--- config.mk ---
export PLATFORM = sky130hd
export DESIGN_NAME = uart_rx
export DESIGN_NICKNAME = d
export VERILOG_FILES = /design/src/rtl/uart_pkg.sv /design/src/rtl/uart_baud_tick.sv /design/src/rtl/uart_rx.sv
export SDC_FILE = /design/constraint.sdc
export NUM_CORES = 1
export LEC_CHECK = 0
export ABC_AREA = 1
export BUFFER_PORTS_ARGS = -buffer_cell sky130_fd_sc_hd__buf_2
export CAP_MARGIN = 10
export CORE_ASPECT_RATIO = 1.5
export CORE_MARGIN = 2
export CORE_UTILIZATION = 35
export CTS_BUF_LIST = sky130_fd_sc_hd__clkbuf_4
export DETAILED_ROUTE_END_ITERATION = 6
export GPL_ROUTABILITY_DRIVEN = 0
export GPL_TIMING_DRIVEN = 0
export PLACE_DENSITY = 0.57
export SYNTH_ARGS = -nofsm -noshare
export SYNTH_HDL_FRONTEND = slang
export SYNTH_SLANG_ARGS = --single-unit
--- constraint.sdc ---
create_clock -name i_CLK -period 1.61 [get_ports i_CLK]
set_clock_uncertainty 0.1 [all_clocks]
set_input_delay 0 -clock i_CLK [delete_from_list [all_inputs] [get_ports i_CLK]]
set_output_delay 0 -clock i_CLK [all_outputs]
set_load 0.01 [all_outputs]
--- src/rtl/uart_pkg.sv ---
// Shared UART definitions: receiver state encoding, oversampling constants and
// the baud-divider calculation used by both the receiver and the transmitter.
package uart_pkg;

    typedef enum logic [2:0] {
        IDLE,
        START,
        DATA,
        PARITY,
        STOP
    } uart_state_t;

    localparam int OVERSAMPLE = 16;
    localparam int MID_SAMPLE = 7;

    // Clocks per oversample tick, rounded down.
    function automatic int calc_div(input int clk_freq_hz, input int baud_rate);
        return clk_freq_hz / (baud_rate * OVERSAMPLE);
    endfunction

endpackage

--- src/rtl/uart_baud_tick.sv ---
// Free-running divider producing a one-clock tick every DIV clocks; i_Clear
// holds the count at zero so the tick phase restarts when the clear drops.
module uart_baud_tick #(
    parameter int DIV = 10
) (
    input  logic i_CLK,
    input  logic i_RESET_n,
    input  logic i_Clear,
    output logic o_Tick
);

    localparam int            CW   = (DIV > 1) ? $clog2(DIV) : 1;
    localparam logic [CW-1:0] LAST = CW'(DIV - 1);

    logic [CW-1:0] cnt;

    always_ff @(posedge i_CLK or negedge i_RESET_n) begin
        if (!i_RESET_n) begin
            cnt <= '0;
        end else if (i_Clear || cnt == LAST) begin
            cnt <= '0;
        end else begin
            cnt <= cnt + 1'b1;
        end
    end

    assign o_Tick = !i_Clear && (cnt == LAST);

endmodule

--- src/rtl/uart_rx.sv ---
// 16x oversampling UART receiver feeding the receive FIFO write port.
// Define UART_RX_PARITY_EN to expect an even parity bit between data and stop.
module uart_rx
    import uart_pkg::*;
#(
    parameter int CLK_FREQ_HZ = 50_000_000,
    parameter int BAUD_RATE   = 115_200,
    parameter int DATA_WIDTH  = 8
) (
    input  logic                  i_CLK,
    input  logic                  i_RESET_n,
    input  logic                  i_RX,
    input  logic                  i_FIFO_Full,
    output logic [DATA_WIDTH-1:0] o_Data,
    output logic                  o_Valid,
    output logic                  o_Frame_Error,
    output logic                  o_Parity_Error,
    output logic                  o_Overrun,
    output logic                  o_Busy
);

    localparam int              DIV       = calc_div(CLK_FREQ_HZ, BAUD_RATE);
    localparam int              BW        = (DATA_WIDTH > 1) ? $clog2(DATA_WIDTH) : 1;
    localparam logic [BW-1:0]   LAST_BIT  = BW'(DATA_WIDTH - 1);
    localparam logic [3:0]      MID_TICK  = 4'(MID_SAMPLE);
    localparam logic [3:0]      LAST_TICK = 4'(OVERSAMPLE - 1);

    uart_state_t           state;
    logic                  rx_meta, rx_sync, rx_prev;
    logic                  rx_fall;
    logic                  tick;
    logic [3:0]            sample_cnt;
    logic [BW-1:0]         bit_idx;
    logic [DATA_WIDTH-1:0] shift_reg;
`ifdef UART_RX_PARITY_EN
    logic                  parity_bad;
    logic                  parity_pulse;
`endif

    // i_RX is asynchronous; idle-high reset values keep reset release from
    // looking like a start edge.
    always_ff @(posedge i_CLK or negedge i_RESET_n) begin
        if (!i_RESET_n) begin
            rx_meta <= 1'b1;
            rx_sync <= 1'b1;
            rx_prev <= 1'b1;
        end else begin
            rx_meta <= i_RX;
            rx_sync <= rx_meta;
            rx_prev <= rx_sync;
        end
    end

    assign rx_fall = rx_prev && !rx_sync;

    uart_baud_tick #(
        .DIV(DIV)
    ) u_baud_tick (
        .i_CLK    (i_CLK),
        .i_RESET_n(i_RESET_n),
        .i_Clear  (state == IDLE),
        .o_Tick   (tick)
    );

    always_ff @(posedge i_CLK or negedge i_RESET_n) begin
        if (!i_RESET_n) begin
            state         <= IDLE;
            sample_cnt    <= '0;
            bit_idx       <= '0;
            shift_reg     <= '0;
            o_Data        <= '0;
            o_Valid       <= 1'b0;
            o_Frame_Error <= 1'b0;
            o_Overrun     <= 1'b0;
`ifdef UART_RX_PARITY_EN
            parity_bad    <= 1'b0;
            parity_pulse  <= 1'b0;
`endif
        end else begin
            o_Valid       <= 1'b0;
            o_Frame_Error <= 1'b0;
            o_Overrun     <= 1'b0;
`ifdef UART_RX_PARITY_EN
            parity_pulse  <= 1'b0;
`endif
            case (state)
                IDLE: begin
                    sample_cnt <= '0;
                    bit_idx    <= '0;
`ifdef UART_RX_PARITY_EN
                    parity_bad <= 1'b0;
`endif
                    if (rx_fall) state <= START;
                end
                START: if (tick) begin
                    // Mid start bit: a high line here was a glitch, not a frame.
                    if (sample_cnt == MID_TICK) begin
                        sample_cnt <= '0;
                        state      <= rx_sync ? IDLE : DATA;
                    end else begin
                        sample_cnt <= sample_cnt + 1'b1;
                    end
                end
                DATA: if (tick) begin
                    sample_cnt <= sample_cnt + 1'b1;
                    if (sample_cnt == LAST_TICK) begin
                        shift_reg <= {rx_sync, shift_reg[DATA_WIDTH-1:1]};
                        bit_idx   <= bit_idx + 1'b1;
                        if (bit_idx == LAST_BIT) begin
`ifdef UART_RX_PARITY_EN
                            state <= PARITY;
`else
                            state <= STOP;
`endif
                        end
                    end
                end
`ifdef UART_RX_PARITY_EN
                PARITY: if (tick) begin
                    sample_cnt <= sample_cnt + 1'b1;
                    if (sample_cnt == LAST_TICK) begin
                        parity_bad <= rx_sync ^ (^shift_reg);
                        state      <= STOP;
                    end
                end
`endif
                STOP: if (tick) begin
                    sample_cnt <= sample_cnt + 1'b1;
                    // Leaving here at mid stop bit lets a back-to-back start edge be seen.
                    if (sample_cnt == LAST_TICK) begin
                        state <= IDLE;
                        if (!rx_sync) begin
                            o_Frame_Error <= 1'b1;
`ifdef UART_RX_PARITY_EN
                        end else if (parity_bad) begin
                            parity_pulse <= 1'b1;
`endif
                        end else begin
                            o_Data    <= shift_reg;
                            o_Valid   <= 1'b1;
                            o_Overrun <= i_FIFO_Full;
                        end
                    end
                end
                default: state <= IDLE;
            endcase
        end
    end

`ifdef UART_RX_PARITY_EN
    assign o_Parity_Error = parity_pulse;
`else
    assign o_Parity_Error = 1'b0;
`endif

    assign o_Busy = (state != IDLE);

endmodule

==> impl_metrics.yaml <==
grt:
  grt_pass1_vias: 1252
  grt_max_degree: 38
  track_usage_pct: 12.9
  grt_pass1_wl_um: 5510
  overflow: 0
  antenna_found_initial: 0
layout:
  fin_area_um2: 2210
  diodes: 0
  fin_cells: 280
  layout_common_cells: "nand2_1, dfrtp_1, inv_1, o21ai_2, buf_2"
  area_delta_synth_final_pct: 25.2
  nNetsFinal: 222
  regArea_um2: 930
  multi_input_comb_area_um2: 797
  drive_above_1_share_pct: 39.7
  n_fill_cell: 477
sta:
  rsz0062_at_grt: "yes"
  finalSetupViolCount: 0
  layout_min_cycle_time_ns: 1.61
  period_share_pct: 99.9
  final-hold-violation-count: 0
  finalMaxSlewViolations: 0
  max_freq_mhz: 622
  max-slew-margin-rel_pct: 45.8
  tightest_slew_ns: 0.813
clock_network:
  htreeDepth: 2
  cts-root-buf: "clkbuf_4"
  cts_tree: "built"
  clock-sinks: 37
  cts-buffers-inserted: 5
  clk_pin_slew_ns: 0.12
  clk_latency_ns: 0.34
  ctsLongestPathBuffers: 2
hold_path:
  hold_class: "primary input to async pin"
logic_synthesis:
  netlist-cell-type-count: 24
  syn_nets: 189
  synth_area_per_cell_um2: 9.79
  yosys_warnings: 0
  syn_inst: 180
  ys_seq_elements: 37
  synth_top_cell_area_share_pct: 48.3
  synth.cell_area_um2: 1760
  ys_seq_area_share_pct: 52.8
  synth_area_leaders: "dfrtp_1, nand2_1, o21ai_2"
  synth_largest_area_cell: "dfrtp_1"
routing:
  post_drt_wl_per_cell_um: 11.9
  drc: 0
  drt_iter0_markers: 28
  drt_pass1_iterations: 4
  ant_nets: 0
  routed_via_density: 4.47
  vias: 1252
  routed_wl_um: 3320
critical_path:
  max_stage_delay_ns: 0.39
  required_ns: 1.76
  critPathLaunchType: "flop"
  critPathSlowestCell: "dfrtp_1"
  path_buf_inv: 2
  criticalPathCategory: "flop to flop"
  worst_ep_arrival_time_ns: 1.76
  path_delay_family: "simple AND/OR/NAND/NOR gates"
  worstPathMaxFanout: 10
  path_cells: "inv_1 > ha_2 > nand2_2 > nor2_4 > nand2_4 > nor2_8 > nand2_4 > buf_12 > nand2_2 > o21ai_2"
  cp-end-kind: "flop"
floorplan:
  num_io_pins: 17
  rows: 31
  die-area_um2: 5630
  core_area_um2: 4850
  die_w_um: 61.9
  die_y_um: 90.9
  initial_utilization_pct: 36.3
pwr:
  ir_drop_mv: 0.586
  powerDensity_nw_per_um2: 1050
  total_power_w: 0.00231
  p_leak_nw: 1.14
flow_run:
  drv_cap: 0
placement:
  port_buffers: 15
  dp_cells: 261
  dpl_cell_area_um2: 1920
  place_hpwl_um: 2200
outcome:
  status: "finished, final reports clean"
## through the flow
step                      setup slack, ns  TNS [ns]  hold WS (ns)  util, %
after global placement            -0.0700    -0.378       0.00474     39.6
after global routing              -0.0968     -1.50         0.188     45.5
final                             0.00103         0         0.173     45.5
after detailed placement          -0.0759    -0.498       0.00617     39.6
after floorplan                    0.0480         0        -0.396        -
after CTS                        -0.00164  -0.00164         0.178     42.1
## worst paths after layout
check                                    from            end  slack [ns]  cells after the start
hold / removal                      i_RESET_n  sample_cnt[1]        0.17                      2
hold reg to reg                       rx_meta        rx_sync        0.26                      0
max in group asynchronous           i_RESET_n     bit_idx[1]        0.71                      2
setup / recovery           u_baud_tick.cnt[0]   shift_reg[6]       0.001                     10
setup reg to reg           u_baud_tick.cnt[0]   shift_reg[6]       0.001                     10
min in group i_CLK                       i_RX        rx_meta        0.21                      2
## routing by layer
metal  GRT usage [%]  part of all wire [%]  vias up
met5               0                     0        -
met4            4.26                   1.9        0
met3            3.15                   3.3        5
met2            21.8                    53       20
met1            15.6                    42      588
li1                -                     -      639
## cells in the mapped netlist (all sizes together)
master / count
ha: 5
dfrtp: 34
o21ai: 21
nor4: 1
xor2: 3
nand2: 51
dfstp: 3
inv: 22
nand3: 12
conb: 1
nand4: 4
buf: 3
nand3b: 1
nor2: 17
o211ai: 1
xnor2: 1
## power by group
| group | internal, W | total, W | switching (W) |
|---|---|---|---|
| sequential | 0.000991 | 0.00106 | 0.0000654 |
| combinational | 0.000225 | 0.000618 | 0.000393 |
| clock | 0.000321 | 0.000639 | 0.000317 |
| total | 0.00154 | 0.00231 | 0.000775 |
## cell type report
type / count / area share [%]
flip-flops and latches: 37 / 42.1
multi-input cells: 119 / 36.1
repair buffers: 25 / 8.51
inverters: 22 / 3.74
well taps: 66 / 3.74
plain buffers: 3 / 2.16
clock inverters: 3 / 1.87
clock buffers: 5 / 1.70
## timing repair
| action | 4_1_cts | 5_1_grt |
|---|---|---|
| gates resized for setup | 0 | 26 |
| hold endpoints to repair | 36 | 0 |
| cloned | 0 | 2 |
| endpoints found under the setup margin | 24 | 24 |
| pin swaps | 1 | 3 |
| buffers inserted | 2 | 4 |
| hold buffers | 3 | 0 |
## cell families (layout without fill, tap and decap cells)
family                   after synthesis  in the layout  share of synthesized area [%]
AND/OR/NAND/NOR                       86             87                           24.6
other                                  1              1                          0.213
adder cells (fa/ha/maj)                5              5                           3.55
AO/OA/AOI/OAI                         22             22                           10.1
flip-flops                            37             37                           52.8
XOR/XNOR                               4              4                           1.99
buffers and inverters                 25             58                           6.82
(Power assumes the default switching activity.)
